===== config.mk =====
export PLATFORM = sky130hd
export DESIGN_NAME = arbitro_registrador
export DESIGN_NICKNAME = d
export VERILOG_FILES = /design/src/rtl/arbitro_registrador_pkg.sv /design/src/rtl/arbitro_registrador_seletor_rr.sv /design/src/rtl/arbitro_registrador.sv
export SDC_FILE = /design/constraint.sdc
export NUM_CORES = 1
export LEC_CHECK = 0
export BUFFER_PORTS_ARGS = -buffer_cell sky130_fd_sc_hd__buf_2
export CAP_MARGIN = 5
export CORE_MARGIN = 8
export CORE_UTILIZATION = 40
export CTS_CLUSTER_DIAMETER = 40
export CTS_CLUSTER_SIZE = 10
export DETAILED_ROUTE_END_ITERATION = 8
export PLACE_DENSITY = 0.78
export SKIP_CTS_REPAIR_TIMING = 1
export SYNTH_ARGS = -nofsm -noshare
export SYNTH_HDL_FRONTEND = slang
export SYNTH_SLANG_ARGS = --single-unit
export TNS_END_PERCENT = 1

===== constraint.sdc =====
create_clock -name clk -period 3.48 [get_ports clk]
set_clock_uncertainty 0.05 [all_clocks]
set_input_delay 0 -clock clk [delete_from_list [all_inputs] [get_ports clk]]
set_output_delay 0 -clock clk [all_outputs]
set_load 0.02 [all_outputs]

===== src/rtl/arbitro_registrador_pkg.sv =====
// Shared definitions for the round-robin arbiter/sequencer in front of the shared register.
package arbitro_registrador_pkg;

  localparam int unsigned DEFAULT_PARAM_BITS = 9;
  localparam int unsigned DEFAULT_N_REQ      = 4;
  localparam int unsigned DEFAULT_IDX_W      = 2;

  typedef enum logic [1:0] {
    StIdle  = 2'd0,
    StGrant = 2'd1,
    StLoad  = 2'd2,
    StAck   = 2'd3
  } state_e;

endpackage


===== src/rtl/arbitro_registrador_seletor_rr.sv =====
// Round-robin selector: first pending request strictly after last_idx, wrapping around.
module seletor_rr
  import arbitro_registrador_pkg::*;
#(
  parameter int unsigned N_REQ = DEFAULT_N_REQ,
  parameter int unsigned IDX_W = DEFAULT_IDX_W
) (
  input  logic [N_REQ-1:0] req,
  input  logic [IDX_W-1:0] last_idx,
  output logic             valid,
  output logic [IDX_W-1:0] winner
);

  logic [N_REQ-1:0] rot;
  int unsigned      start;
  int unsigned      enc;

  always_comb begin
    start = (32'(last_idx) + 32'd1) % N_REQ;
    // Rotate so the highest-priority requester lands at bit 0.
    rot   = N_REQ'({req, req} >> start);
    enc   = 0;
    for (int i = int'(N_REQ) - 1; i >= 0; i--) begin
      if (rot[i]) enc = unsigned'(i);
    end
    valid  = |req;
    winner = IDX_W'((start + enc) % N_REQ);
  end

endmodule


===== src/rtl/arbitro_registrador.sv =====
// Arbitrates N_REQ requesters onto one shared load-enabled register: grant, load, then ack.
module arbitro_registrador
  import arbitro_registrador_pkg::*;
#(
  parameter int unsigned PARAM_BITS = DEFAULT_PARAM_BITS,
  parameter int unsigned N_REQ      = DEFAULT_N_REQ,
  parameter int unsigned IDX_W      = DEFAULT_IDX_W
) (
  input  logic                        clk,
  input  logic                        rst,
  input  logic [N_REQ-1:0]            req,
  input  logic [N_REQ*PARAM_BITS-1:0] data_in_flat,
  output logic [N_REQ-1:0]            gnt,
  output logic [N_REQ-1:0]            ack,
  output logic [IDX_W-1:0]            owner_idx,
  output logic                        busy,
  output logic [PARAM_BITS-1:0]       reg_data_in,
  output logic                        reg_load
);

  state_e                state_q, state_d;
  logic [N_REQ-1:0]      gnt_q, gnt_d;
  logic [IDX_W-1:0]      owner_q, owner_d;
  logic [IDX_W-1:0]      last_q, last_d;
  logic [PARAM_BITS-1:0] data_q, data_d;
  logic [PARAM_BITS-1:0] data_arr [N_REQ];
  logic                  sel_valid;
  logic [IDX_W-1:0]      sel_winner;

  for (genvar i = 0; i < int'(N_REQ); i++) begin : g_unpack
    assign data_arr[i] = data_in_flat[i*PARAM_BITS +: PARAM_BITS];
  end

  seletor_rr #(
    .N_REQ(N_REQ),
    .IDX_W(IDX_W)
  ) u_seletor (
    .req     (req),
    .last_idx(last_q),
    .valid   (sel_valid),
    .winner  (sel_winner)
  );

  always_comb begin
    state_d = state_q;
    gnt_d   = gnt_q;
    owner_d = owner_q;
    last_d  = last_q;
    data_d  = data_q;
    unique case (state_q)
      StIdle: begin
        if (sel_valid) begin
          owner_d = sel_winner;
          gnt_d   = N_REQ'(1) << sel_winner;
          state_d = StGrant;
        end
      end
      StGrant: begin
        if (req[owner_q]) begin
          data_d  = data_arr[owner_q];
          state_d = StLoad;
        end else begin
          // Requester withdrew before its word was taken: release without ack.
          gnt_d   = '0;
          state_d = StIdle;
        end
      end
      StLoad: state_d = StAck;
      StAck: begin
        last_d  = owner_q;
        gnt_d   = '0;
        state_d = StIdle;
      end
      default: state_d = StIdle;
    endcase
  end

  always_ff @(posedge clk or posedge rst) begin
    if (rst) begin
      state_q <= StIdle;
      gnt_q   <= '0;
      owner_q <= '0;
      last_q  <= IDX_W'(N_REQ - 1);
      data_q  <= '0;
    end else begin
      state_q <= state_d;
      gnt_q   <= gnt_d;
      owner_q <= owner_d;
      last_q  <= last_d;
      data_q  <= data_d;
    end
  end

  // data_q only changes on entry to LOAD, so the register input stays stable otherwise.
  assign gnt         = gnt_q;
  assign owner_idx   = owner_q;
  assign busy        = (state_q != StIdle);
  assign reg_load    = (state_q == StLoad);
  assign reg_data_in = data_q;
  assign ack         = (state_q == StAck) ? (N_REQ'(1) << owner_q) : '0;

endmodule


## Yosys cells after proc, flatten, opt, wreduce, memory -nomap -nowiden

Cells that the tools add are included.

| operators by class | value |
|---|---|
| $add $sub $neg | 2 |
| magnitude comparators | 2 |
| equal/unequal tests | 5 |
| shift-type cells | 3 |
| muxes and demuxes | 16 |
| bitwise logic cells | 1 |
| reduce and logical (&&, ||, !) cells | 7 |

Operators with widths:

| kind | number |
|---|---|
| $bmux 9 s2 | 1 |
| $mux 9 | 2 |
| $mux 2 | 6 |
| $mux 4 | 3 |
| $pmux 4 s3 | 1 |
| $pmux 2 s4 | 1 |
| $shl 1x2->4 const A | 2 |
| $shr 8x2->4 | 1 |
| $eq 2x2->1 const B | 2 |
| $ne 2x2->1 const B | 2 |
| $reduce_and 2->1 | 2 |
| $reduce_or 4->1 | 1 |
| $ge 3x3->1 const B | 1 |
| $lt 2x3->1 const B | 1 |
| $not 2->3 | 1 |
| $reduce_and 3->1 | 1 |
| $reduce_bool 3->1 | 1 |
| $add 2x1->2 const B | 1 |
| $add 2x2->2 | 1 |
| $bmux 1 s2 | 1 |
| $eq 2x1->1 const B | 1 |
| $logic_not 2->1 | 1 |
| $reduce_bool 2->1 | 1 |
| $mux 1 | 1 |

| word-level totals | value |
|---|---|
| flip-flop bits (word level) | 19 |
| input bits | 42 |
| output and inout bits | 21 |
| logic and storage cells | 41 |

## Logic depth before layout (Yosys ltp)

| depth | value |
|---|---|
| word-level depth | 10 |
| gate-level depth with buffers | 10 |
| depth with buffers taken out | 9 |

## Cells and area by module

Synthesis repeated with hierarchy kept, for this count alone.

| second synthesis, totals | value |
|---|---|
| cells, all modules | 115 |
| area, all modules | 1,338.8 um2 |

By module, submodules not included:

| module | times used | cells each | area each (um2) | sequential area each (um2) |
|---|---|---|---|---|
| arbitro_registrador | 1 | 83 | 1,132.3 | 478.0 |
| seletor_rr | 1 | 32 | 206.4 | 0.0 |

## Worst setup path after synthesis

OpenSTA, ideal clock, no wires.

| path | value |
|---|---|
| path type | reg-to-reg |
| start | register last_q[1] |
| end | register owner_q[1] (netlist: owner_idx[1]) |
| library setup time | 0.125 ns |
| data arrival time | 1.964 ns |
| path slack | 1.341 ns |
| stages on the path, launching flop included | 11 |
| path buffers | 1 |
| period minus slack after synthesis | 2.139 ns |
| cell sequence | dfstp_2 > buf_2 > nand2_1 > a2bb2oi_1 > o21ai_0 > o21a_1 > ha_1 > xnor2_1 > xnor2_1 > xnor2_1 > mux2_2 |

| between the ends | value |
|---|---|
| longest elaborated chain between the ends | 7 |

Ends and longest elaborated chain:

| what | RTL line | source |
|---|---|---|
| start: declaration | arbitro_registrador.sv:24 | `logic [IDX_W-1:0] last_q, last_d;` |
| start signal: assignment | arbitro_registrador.sv:83 | `last_q <= IDX_W'(N_REQ - 1);` |
| start signal: assignment | arbitro_registrador.sv:89 | `last_q <= last_d;` |
| $add 2x1->2 * | arbitro_registrador_seletor_rr.sv:19 | `start = (32'(last_idx) + 32'd1) % N_REQ;` |
| $shr 8x2->4 | arbitro_registrador_seletor_rr.sv:21 | `rot = N_REQ'({req, req} >> start);` |
| $mux 2 (4 in series) | arbitro_registrador_seletor_rr.sv:24 | `if (rot[i]) enc = unsigned'(i);` |
| $add 2x2->2 * | arbitro_registrador_seletor_rr.sv:27 | `winner = IDX_W'((start + enc) % N_REQ);` |
| end signal: assignment | arbitro_registrador.sv:88 | `owner_q <= owner_d;` |
| end: declaration | arbitro_registrador.sv:23 | `logic [IDX_W-1:0] owner_q, owner_d;` |

Mark *: on every way between the ends. The rest lies on a longest branch, timed or not.
A chain may end at the register's enable or synchronous reset.

## Worst setup path after layout

| path | value |
|---|---|
| start | register last_q[1] |
| end | register gnt_q[3] (netlist: gnt[3]) |

| between the ends | value |
|---|---|
| longest elaborated chain between the ends | 10 |

Ends and longest elaborated chain:

| what | RTL line | source |
|---|---|---|
| $add 2x1->2 * | arbitro_registrador_seletor_rr.sv:19 |  |
| $shr 8x2->4 | arbitro_registrador_seletor_rr.sv:21 |  |
| $mux 2 (4 in series) | arbitro_registrador_seletor_rr.sv:24 |  |
| $add 2x2->2 * | arbitro_registrador_seletor_rr.sv:27 |  |
| $shl 1x2->4 * | arbitro_registrador.sv:54 | `gnt_d = N_REQ'(1) << sel_winner;` |
| $mux 4 * | arbitro_registrador.sv:52 | `if (sel_valid) begin` |
| $pmux 4 s3 * | arbitro_registrador.sv:50 | `unique case (state_q)` |
| end signal: assignment | arbitro_registrador.sv:87 | `gnt_q <= gnt_d;` |
| end: declaration | arbitro_registrador.sv:22 | `logic [N_REQ-1:0] gnt_q, gnt_d;` |

Mark *: on every way between the ends. The rest lies on a longest branch, timed or not. The select of a mux whose other input is x is not followed.

==> impl_metrics.py <==
metrics = {
    "job": {
        "max-cap-violations": 0,
    },
    "clocking": {
        "cts_tree": "done",
        "clock_tree.root_cell": "clkbuf_4",
        "clk-insertion-delay-late_ns": 0.29,
        "cts_buffers": 3,
        "cts.reportedPaths.clkPinSlew_ns": 0.10,
        "cts_num_sinks": 19,
        "htree_num_levels": 1,
        "cts.path.max_buffers": 2,
    },
    "grt": {
        "number_of_global_route_vias_before_repair": 1183,
        "grt_antenna_before_repair": 0,
        "overflow": 0,
        "grt_first_pass_wirelength_um": 5280,
        "grt_util_all_layers": 0.127,
        "grt_max_degree": 20,
    },
    "worst_setup_path": {
        "crit_path_end_kind": "flip-flop",
        "worstPathMaxFanout": 8,
        "critical_path_required_ns": 3.67,
        "cp.arrival_ns": 2.47,
        "critical_path.startpoint_type": "flip-flop",
        "timing.setup.critical_path_class": "flip-flop to flip-flop",
    },
    "pwr": {
        "irDropWorstVdd_mv": 0.587,
        "power.leakage_nw": 0.750,
        "power-per-cell-area_nw_per_um2": 890,
    },
    "yosys": {
        "synth.avg_cell_area_um2": 11.7,
        "synth.lib_cells_used.distinct": 34,
        "mappedNetlistNets": 144,
        "synth_seq_cells": 19,
        "synth_cells": 101,
        "syn-cell-area_um2": 1180,
        "synth_largest_area_cell": "dfrtp_1",
        "yosysWarnings": 0,
        "yosys-top-cells-area": "dfrtp_1 36%, mux4_2 17%, mux2_2 10%",
        "share_of_the_yosys_chip_area_belonging_to_registers": 0.404,
        "yosys_top_cell_area_share": 0.359,
    },
    "run_status": {
        "outcome": "finished, final reports clean",
    },
    "die": {
        "io_pins": 63,
        "floorplan.initialDensity": 0.426,
        "std_cell_rows": 19,
        "core-area_um2": 2780,
        "floorplan.die.height_um": 70.4,
        "die_footprint_um2": 4960,
        "die_w_um": 70.4,
    },
    "timing": {
        "layout_setup_ws_ns": 1.20,
        "maxSlewHeadroom": 0.529,
        "setup_viol_count_final": 0,
        "finalHoldViolCount": 0,
        "fin_setup_tns_ns": 0,
        "rsz_0062_raised_after_global_routing": "no",
        "finalCritPeriodShare": 0.655,
        "worst-slew-pin-transition_ns": 0.705,
        "finalMaxSlewViolations": 0,
        "fin_hold_ws_ns": 0.0752,
        "max_freq_ghz": 0.438,
        "period_needed_ns": 2.28,
    },
    "cells_and_area": {
        "drive_above_1_share": 0.562,
        "insertedDiodeCount": 0,
        "mostFrequentLayoutCell": "buf_2",
        "layout_common_cells": "62 x buf_2, 17 x dfrtp_1, 11 x mux2_2",
        "post-route-util": 0.552,
        "area_growth_pct": 29.7,
        "post_layout_nonfiller_instances": 193,
        "fin_nets": 206,
    },
    "placement": {
        "placement.io_buffers": 62,
        "dp_cells": 188,
        "hpwl_um": 2740,
        "routabilityCongestion": 0.716,
        "dp_slack_ns": 1.17,
    },
    "routing": {
        "route.detailed.wl_per_inst_um": 17.7,
        "drtAntennaViolNets": 0,
        "routed-via-count": 1070,
        "detailedRoute.firstPassIterationCount": 4,
        "via_per_inst": 5.54,
        "drtIter0Drc": 39,
        "drt-total-wl_um": 3410,
        "number_of_remaining_drc_errors": 0,
    },
    "hold_path": {
        "timing.hold.worst.class": "input pin to flip-flop",
    },
}
## worst paths after layout
path,startpoint,endpoint,slack (ns),cells after the start
setup / recovery,last_q[1],gnt[3],1.20,9
max in group asynchronous,rst,async pin,2.59,3
min in group asynchronous,rst,reg_data_in[1],0.34,3
hold / removal,req[1],state_q[0],0.08,3
setup reg to reg,last_q[1],gnt[3],1.20,9
hold reg to reg,gnt[0],gnt[0],0.46,1
## synth_stat cells
master	instances
nor2b_1	1
o311ai_1	1
and2b_2	1
nand3_1	1
mux2_2	11
clkbuf_1	1
a21oi_1	3
inv_1	5
buf_2	3
xnor2_1	3
a32o_2	1
or3_1	1
dfstp_2	2
o211ai_1	1
nand2_1	8
or4b_1	1
nor4_1	1
o21ai_0	4
dfrtp_1	17
buf_6	1
nor2_1	7
buf_1	1
ha_1	1
o2bb2ai_1	2
mux4_2	9
mux2i_1	3
o21a_1	2
nand3b_1	1
nor3b_1	1
nor3_1	3
o221ai_1	1
a2bb2oi_1	1
or2_2	1
a22o_2	1
## worst max-delay path, cell delays in order, from the launching register on
cell       delay, ns
dfstp_2         0.61
nand2_1         0.09
a2bb2oi_1       0.15
o21ai_0         0.09
o21a_1          0.18
ha_1            0.18
xnor2_1         0.13
xnor2_1         0.14
xnor2_1         0.36
a32o_2          0.24
## sequential cells by signal (all words and copies together) (netlist names), named ones only
| name | cells |
|---|---|
| gnt | 4 |
| last_q | 2 |
| owner_idx | 2 |
| reg_data_in | 9 |
| state_q | 1 |
## cell type report
cell class | count | area, um2
tap | 31 | 38.8
sequential | 19 | 478
multi-input combinational | 71 | 653
fill | 240 | 1250
inverter | 5 | 18.8
timing repair buffer | 63 | 320
clock buffer | 4 | 26.3
## cell families (layout without fill, tap and decap cells)
kind of cell    Yosys count  count (layout)  share of synthesized area
simple gates             27              27                      0.114
flops                    19              19                      0.404
compound gates           17              17                      0.104
xor+xnor                  3               3                     0.0222
fa+ha+maj                 1               1                     0.0106
mux                      23              23                      0.301
buf+inv                  11              72                     0.0444
## power breakdown
group	internal, mW	total (mW)	switching [mW]	leakage, nW
clock network	0.0446	0.110	0.0656	0.0150
registers	0.333	0.470	0.138	0.229
logic	0.387	0.785	0.398	0.507
total	0.764	1.37	0.602	0.750
## routing by layer
layer	global-route usage	wire [um]	up-vias
met1	0.122	1260	520
met3	0.0494	224	8
li1	-	-	501
met4	0.0335	70	0
met2	0.243	1860	41
met5	0	0	-
## through the flow
stage	power, mW	area (um2)
floorplan	1.05	1180
global placement	1.23	1500
detailed placement	1.27	1500
CTS	1.38	1530
global route	1.47	1540
finish	1.37	1540
(Power assumes the default switching activity.)
